File: config.mk
export PLATFORM = sky130hd
export DESIGN_NAME = regfile_wb_arbiter
export DESIGN_NICKNAME = d
export VERILOG_FILES = /design/src/rtl/regfile_wb_arbiter.sv
export SDC_FILE = /design/constraint.sdc
export NUM_CORES = 1
export LEC_CHECK = 0
export CAP_MARGIN = 20
export CORE_MARGIN = 2
export CORE_UTILIZATION = 44
export DETAILED_ROUTE_END_ITERATION = 8
export PLACE_DENSITY = 0.82
export SLEW_MARGIN = 40
export SYNTH_ARGS = -nofsm -noshare
export SYNTH_HDL_FRONTEND = slang
export SYNTH_SLANG_ARGS = --single-unit
File: constraint.sdc
create_clock -name clk -period 2.5 [get_ports clk]
set_input_delay 0.5 -clock clk [delete_from_list [all_inputs] [get_ports clk]]
set_output_delay 0.5 -clock clk [all_outputs]
set_load 0.1 [all_outputs]
File: src/rtl/regfile_wb_arbiter.sv
// Register-file write-port arbiter: schedules the single regfile write port
// between the writeback stage (priority) and the multicycle unit, with a
// starvation guard for the MDU and a pending-write scoreboard for decode.
module regfile_wb_arbiter #(
    parameter int STARVE_LIMIT = 4,
    parameter int CNT_W        = 3
) (
    input  logic        clk,
    input  logic        rst_n,
    // writeback stage request (never back-pressured)
    input  logic        wb_valid,
    input  logic [4:0]  wb_addr,
    input  logic [31:0] wb_data,
    // multicycle unit request
    input  logic        mdu_valid,
    output logic        mdu_ready,
    input  logic [4:0]  mdu_addr,
    input  logic [31:0] mdu_data,
    // one-cycle request for WB to stay quiet so a starved MDU can write
    output logic        wb_hold,
    // scoreboard set port and decode hazard check
    input  logic        sb_set,
    input  logic [4:0]  sb_set_addr,
    input  logic [4:0]  chk_addr1,
    input  logic [4:0]  chk_addr2,
    output logic        chk_hazard,
    output logic [31:0] busy,
    // regfile write port (captured by the regfile on the following negedge)
    output logic        rf_we,
    output logic [4:0]  rf_waddr,
    output logic [31:0] rf_wdata,
    // sticky protocol-error flag
    output logic        err
);

    logic             rf_we_q,    rf_we_d;
    logic [4:0]       rf_waddr_q, rf_waddr_d;
    logic [31:0]      rf_wdata_q, rf_wdata_d;
    logic             wb_hold_q,  wb_hold_d;
    logic             err_q,      err_d;
    logic [31:0]      busy_q,     busy_d;
    logic [CNT_W-1:0] cnt_q,      cnt_d;
    logic [CNT_W:0]   cnt_inc;
    logic             mdu_xfer;

    // Grant and hazard check: WB always wins; MDU is accepted only when WB is idle.
    always_comb begin
        mdu_ready  = mdu_valid && !wb_valid;
        mdu_xfer   = mdu_valid && mdu_ready;
        chk_hazard = busy_q[chk_addr1] | busy_q[chk_addr2];
    end

    // Next-state for write port, starvation counter, error flag and scoreboard.
    always_comb begin
        // NOTE: every variable gets a default first so no path can infer a latch.
        rf_we_d    = 1'b0;
        rf_waddr_d = rf_waddr_q;
        rf_wdata_d = rf_wdata_q;
        wb_hold_d  = 1'b0;
        err_d      = err_q;
        busy_d     = busy_q;
        cnt_d      = '0;
        cnt_inc    = {1'b0, cnt_q} + (CNT_W+1)'(1);

        // Write port: a grant to r0 completes the handshake but never writes.
        if (wb_valid) begin
            rf_we_d    = (wb_addr != 5'd0);
            rf_waddr_d = wb_addr;
            rf_wdata_d = wb_data;
        end else if (mdu_xfer) begin
            rf_we_d    = (mdu_addr != 5'd0);
            rf_waddr_d = mdu_addr;
            rf_wdata_d = mdu_data;
        end

        // Starvation: count refused MDU cycles; on reaching the limit raise
        // wb_hold for the next cycle and restart the count.
        if (mdu_valid && !mdu_ready) begin
            if (cnt_inc == (CNT_W+1)'(STARVE_LIMIT)) begin
                wb_hold_d = 1'b1;
                cnt_d     = '0;
            end else begin
                cnt_d = cnt_inc[CNT_W-1:0];
            end
        end

        // Protocol errors: WB ignoring hold, or WB overwriting a pending MDU target.
        if (wb_valid && (wb_hold_q || busy_q[wb_addr])) begin
            err_d = 1'b1;
        end

        // Scoreboard: clear on MDU completion, then set so a same-cycle set wins.
        if (mdu_xfer) begin
            busy_d[mdu_addr] = 1'b0;
        end
        if (sb_set) begin
            busy_d[sb_set_addr] = 1'b1;
        end
        busy_d[0] = 1'b0;
    end

    // State registers with synchronous active-low reset.
    always_ff @(posedge clk) begin
        // NOTE: non-blocking assignments in clocked blocks so every flop samples
        // the pre-edge value regardless of statement order.
        if (!rst_n) begin
            rf_we_q    <= 1'b0;
            rf_waddr_q <= '0;
            rf_wdata_q <= '0;
            wb_hold_q  <= 1'b0;
            err_q      <= 1'b0;
            // NOTE: the scoreboard is a flop vector, not a RAM, and must be
            // cleared on reset because the MDU loses its in-flight ops too.
            busy_q     <= '0;
            cnt_q      <= '0;
        end else begin
            rf_we_q    <= rf_we_d;
            rf_waddr_q <= rf_waddr_d;
            rf_wdata_q <= rf_wdata_d;
            wb_hold_q  <= wb_hold_d;
            err_q      <= err_d;
            busy_q     <= busy_d;
            cnt_q      <= cnt_d;
        end
    end

    // Registered outputs.
    always_comb begin
        rf_we    = rf_we_q;
        rf_waddr = rf_waddr_q;
        rf_wdata = rf_wdata_q;
        wb_hold  = wb_hold_q;
        err      = err_q;
        busy     = busy_q;
    end

endmodule

==> out/results.txt <==
placed cell areas: 5800 µm²
Initial Utilization: 45.0%
Setup Viol. Count Final: 1
Register Area: 1570 µm²
Die Area: 10,200 µm²
RSZ-0062 raised after global routing: true
Routed Antenna Nets: 0
GPL Wtd Cong: 0.953
Crit path top cell by count: mux4_2
Root Driver: clkbuf_8
Avg Inst Size Synth: 9.17 µm²
synthesized flop and latch total: 74
Placement Rows: 35
Clock Latency Late Sink: 0.34 ns
core area: 9200 µm²
Buf/Inv on CP: 1
Fin. Hold Viols: 0
fin area: 6150 µm²
ranking of synthesized cells by area: dfxtp_1 36%, mux2i_1 12%, mux4_2 9.3%
Crit-path slowest cell: mux4_2
DP Cell Count: 711
drc violations: 0
share of layout cells above drive strength 1: 29.7%
Worst Hold Class: reg -> reg
# IOs: 168
Comb pwr share: 29.0%
number of CTS-inserted buffers: 9
static leakage: 0.00257 µW
antenna violations before repair: 0
crit path cell chain: mux4_2 > mux4_2 > nand2_2 > o2111ai_4 > buf_12
outcome: finished with violations
Slew @ Worst Pin: 0.632 ns
vias in the first global route: 4,285
Post-synth top cells: 80 x nand2_1, 74 x dfxtp_1, 69 x o21ai_0
Reg clk slew, reported paths: 0.08 ns
# clock sinks: 74
clock period minus worst slack: 2.60 ns
Initial DRT Pass Iterations: 5
Layout Cells excl Fill: 745
Clock Path Buffers: 2
pwr dens: 501 nW/µm²
Layout area overhead: 48.8%
cts hold-fix bufs: 0
DP Wirelength: 9.85 mm
H-tree depth: 3
most common cell in the synthesized netlist: nand2_1
EDFF count, synth: 0
Sw Ratio: 34.6%
critical path class: reg -> out
total wire length: 14.1 mm
Vias per Instance: 5.69
Sequential Power Share: 40.3%
worst IR drop on VDD: 0.313 mV
Crit. End Element: output pin
cells after synthesis: 451
CP Max Fanout: 5
initial DRC count: 282
yosys warns: 0
area taken by multi-input logic gates: 2490 µm²
Util after Layout: 66.9%
ys async rst share: 0%
Max Fclk: 385 MHz
Crit path arrival time: 2.10 ns
first-pass GRT wire length: 22.0 mm
routed len/inst: 18.9 µm
post-synthesis sequential area ratio: 35.8%
post-synth top area cell: dfxtp_1
total gr overflow: 0
max cap viols: 0
Clock Power Share: 30.7%
fillers: 734
Slew HR: 57.9%
NetSw: 1070 µW
CTS tree: done
Cell variety after synth: 37
predominant post-synthesis flop cell: dfxtp_1
startpoint types: register
crit-path leading delay family: multiplexers
Chip Width: 101 µm
Syn Std Cell Area: 4130 µm²
Power Internal: 2020 µW
DR vias: 4,241
Die H: 101 µm
Worst Path Required: 2.00 ns
CP peak stage delay: 0.51 ns
Tcrit/Tclk final: 104%
Port Buf Inserts: 166
Global Route Usage Sum: 28.0%
failing checks: negative setup slack
largest net degree at the start of global routing: 78
final setup skew: 0.00770 ns
pins over their slew limit: 0
Final Worst Setup Slack: -0.100 ns
nets: 724
syn_nets: 546
Antenna Diode Count: 0
top cell type's share of synthesized area: 35.8%
-- state kept, by name, indices dropped and copies added (netlist names) --
name and count:
wb_hold 1, rf_waddr 5, rf_we 1, busy 31, err 1, rf_wdata 32, cnt_q 3
-- kinds of logic (layout without fill, tap and decap cells) --
logic type,Yosys count,in the layout,share of synthesized area (%)
and+or+nand+nor,154,154,18.5
adders and majority gates,1,1,0.303
AOI/OAI and AO/OA,112,112,16.3
buffers and inverters,36,219,4.18
other,1,1,0.0907
DFF,74,74,35.8
muxes,73,73,24.8
-- through the flow --
step	hold slack [ns]	power (µW)	setup TNS, ns	setup WS, ns
2_1_floorplan	0.405	1860	-0.0878	-0.0878
6_report	0.438	3080	-0.100	-0.100
3_3_place_gp	0.413	2150	-0.613	-0.613
5_1_grt	0.457	3210	-0.149	-0.149
4_1_cts	0.439	3110	-0.0955	-0.0955
3_5_place_dp	0.427	2160	-0.666	-0.666
-- per-layer routing --
metal  vias to the layer above  wire (µm)  global-route usage, %
li1                       1968          -                      -
met1                      1970       5050                   31.3
met2                       243       6860                   45.3
met3                        60       1420                   9.85
met4                         0        775                   17.8
met5                         -          0                      0
-- power groups by stage --
stage	clock network, µW	registers [µW]	logic, µW
2_1_floorplan	0	1620	245
3_3_place_gp	0	1280	869
3_5_place_dp	0	1280	882
4_1_cts	970	1240	892
5_1_grt	1020	1250	939
6_report	947	1240	893
-- final cells by class --
class | count | area share [%]
inverters | 3 | 0.183
repair buffers | 200 | 28.2
well taps | 111 | 2.26
multi-input cells | 341 | 40.5
flip-flops and latches | 74 | 25.5
clock inverters | 4 | 0.488
clock buffers | 12 | 2.89
-- layout by cell type (no fill, tap or decap), types with 3 or more instances in the layout --
| master | instances |
|---|---|
| nand3b_1 | 5 |
| mux2i_1 | 49 |
| clkbuf_2 | 3 |
| nand3_1 | 4 |
| buf_2 | 3 |
| nor2_1 | 8 |
| inv_1 | 3 |
| mux4_2 | 20 |
| clkbuf_8 | 9 |
| nor3b_1 | 7 |
| and3b_1 | 3 |
| a21boi_0 | 32 |
| dfxtp_1 | 43 |
| clkdlybuf4s50_1 | 85 |
| dfxtp_4 | 19 |
| buf_4 | 104 |
| dfxtp_2 | 12 |
| o21ai_0 | 69 |
| and2_1 | 37 |
| nand2_1 | 79 |
-- what timing repair did --
action,4_1_cts,5_1_grt
resized for setup,32,7
pin swaps,2,2
setup endpoints to repair,1,1
buffers inserted,17,1
gates cloned,0,0
-- final timing paths --
path / from / endpoint / slack, ns / cells after the start
worst max-delay path: busy[27] / chk_hazard / -0.10 / 5
worst min-delay path: cnt_q[0] / cnt_q[0] / 0.44 / 1
worst max register to register: busy[25] / err / 0.67 / 6
worst min register to register: cnt_q[0] / cnt_q[0] / 0.44 / 1
Note: power is estimated with default switching activity, not from simulation.
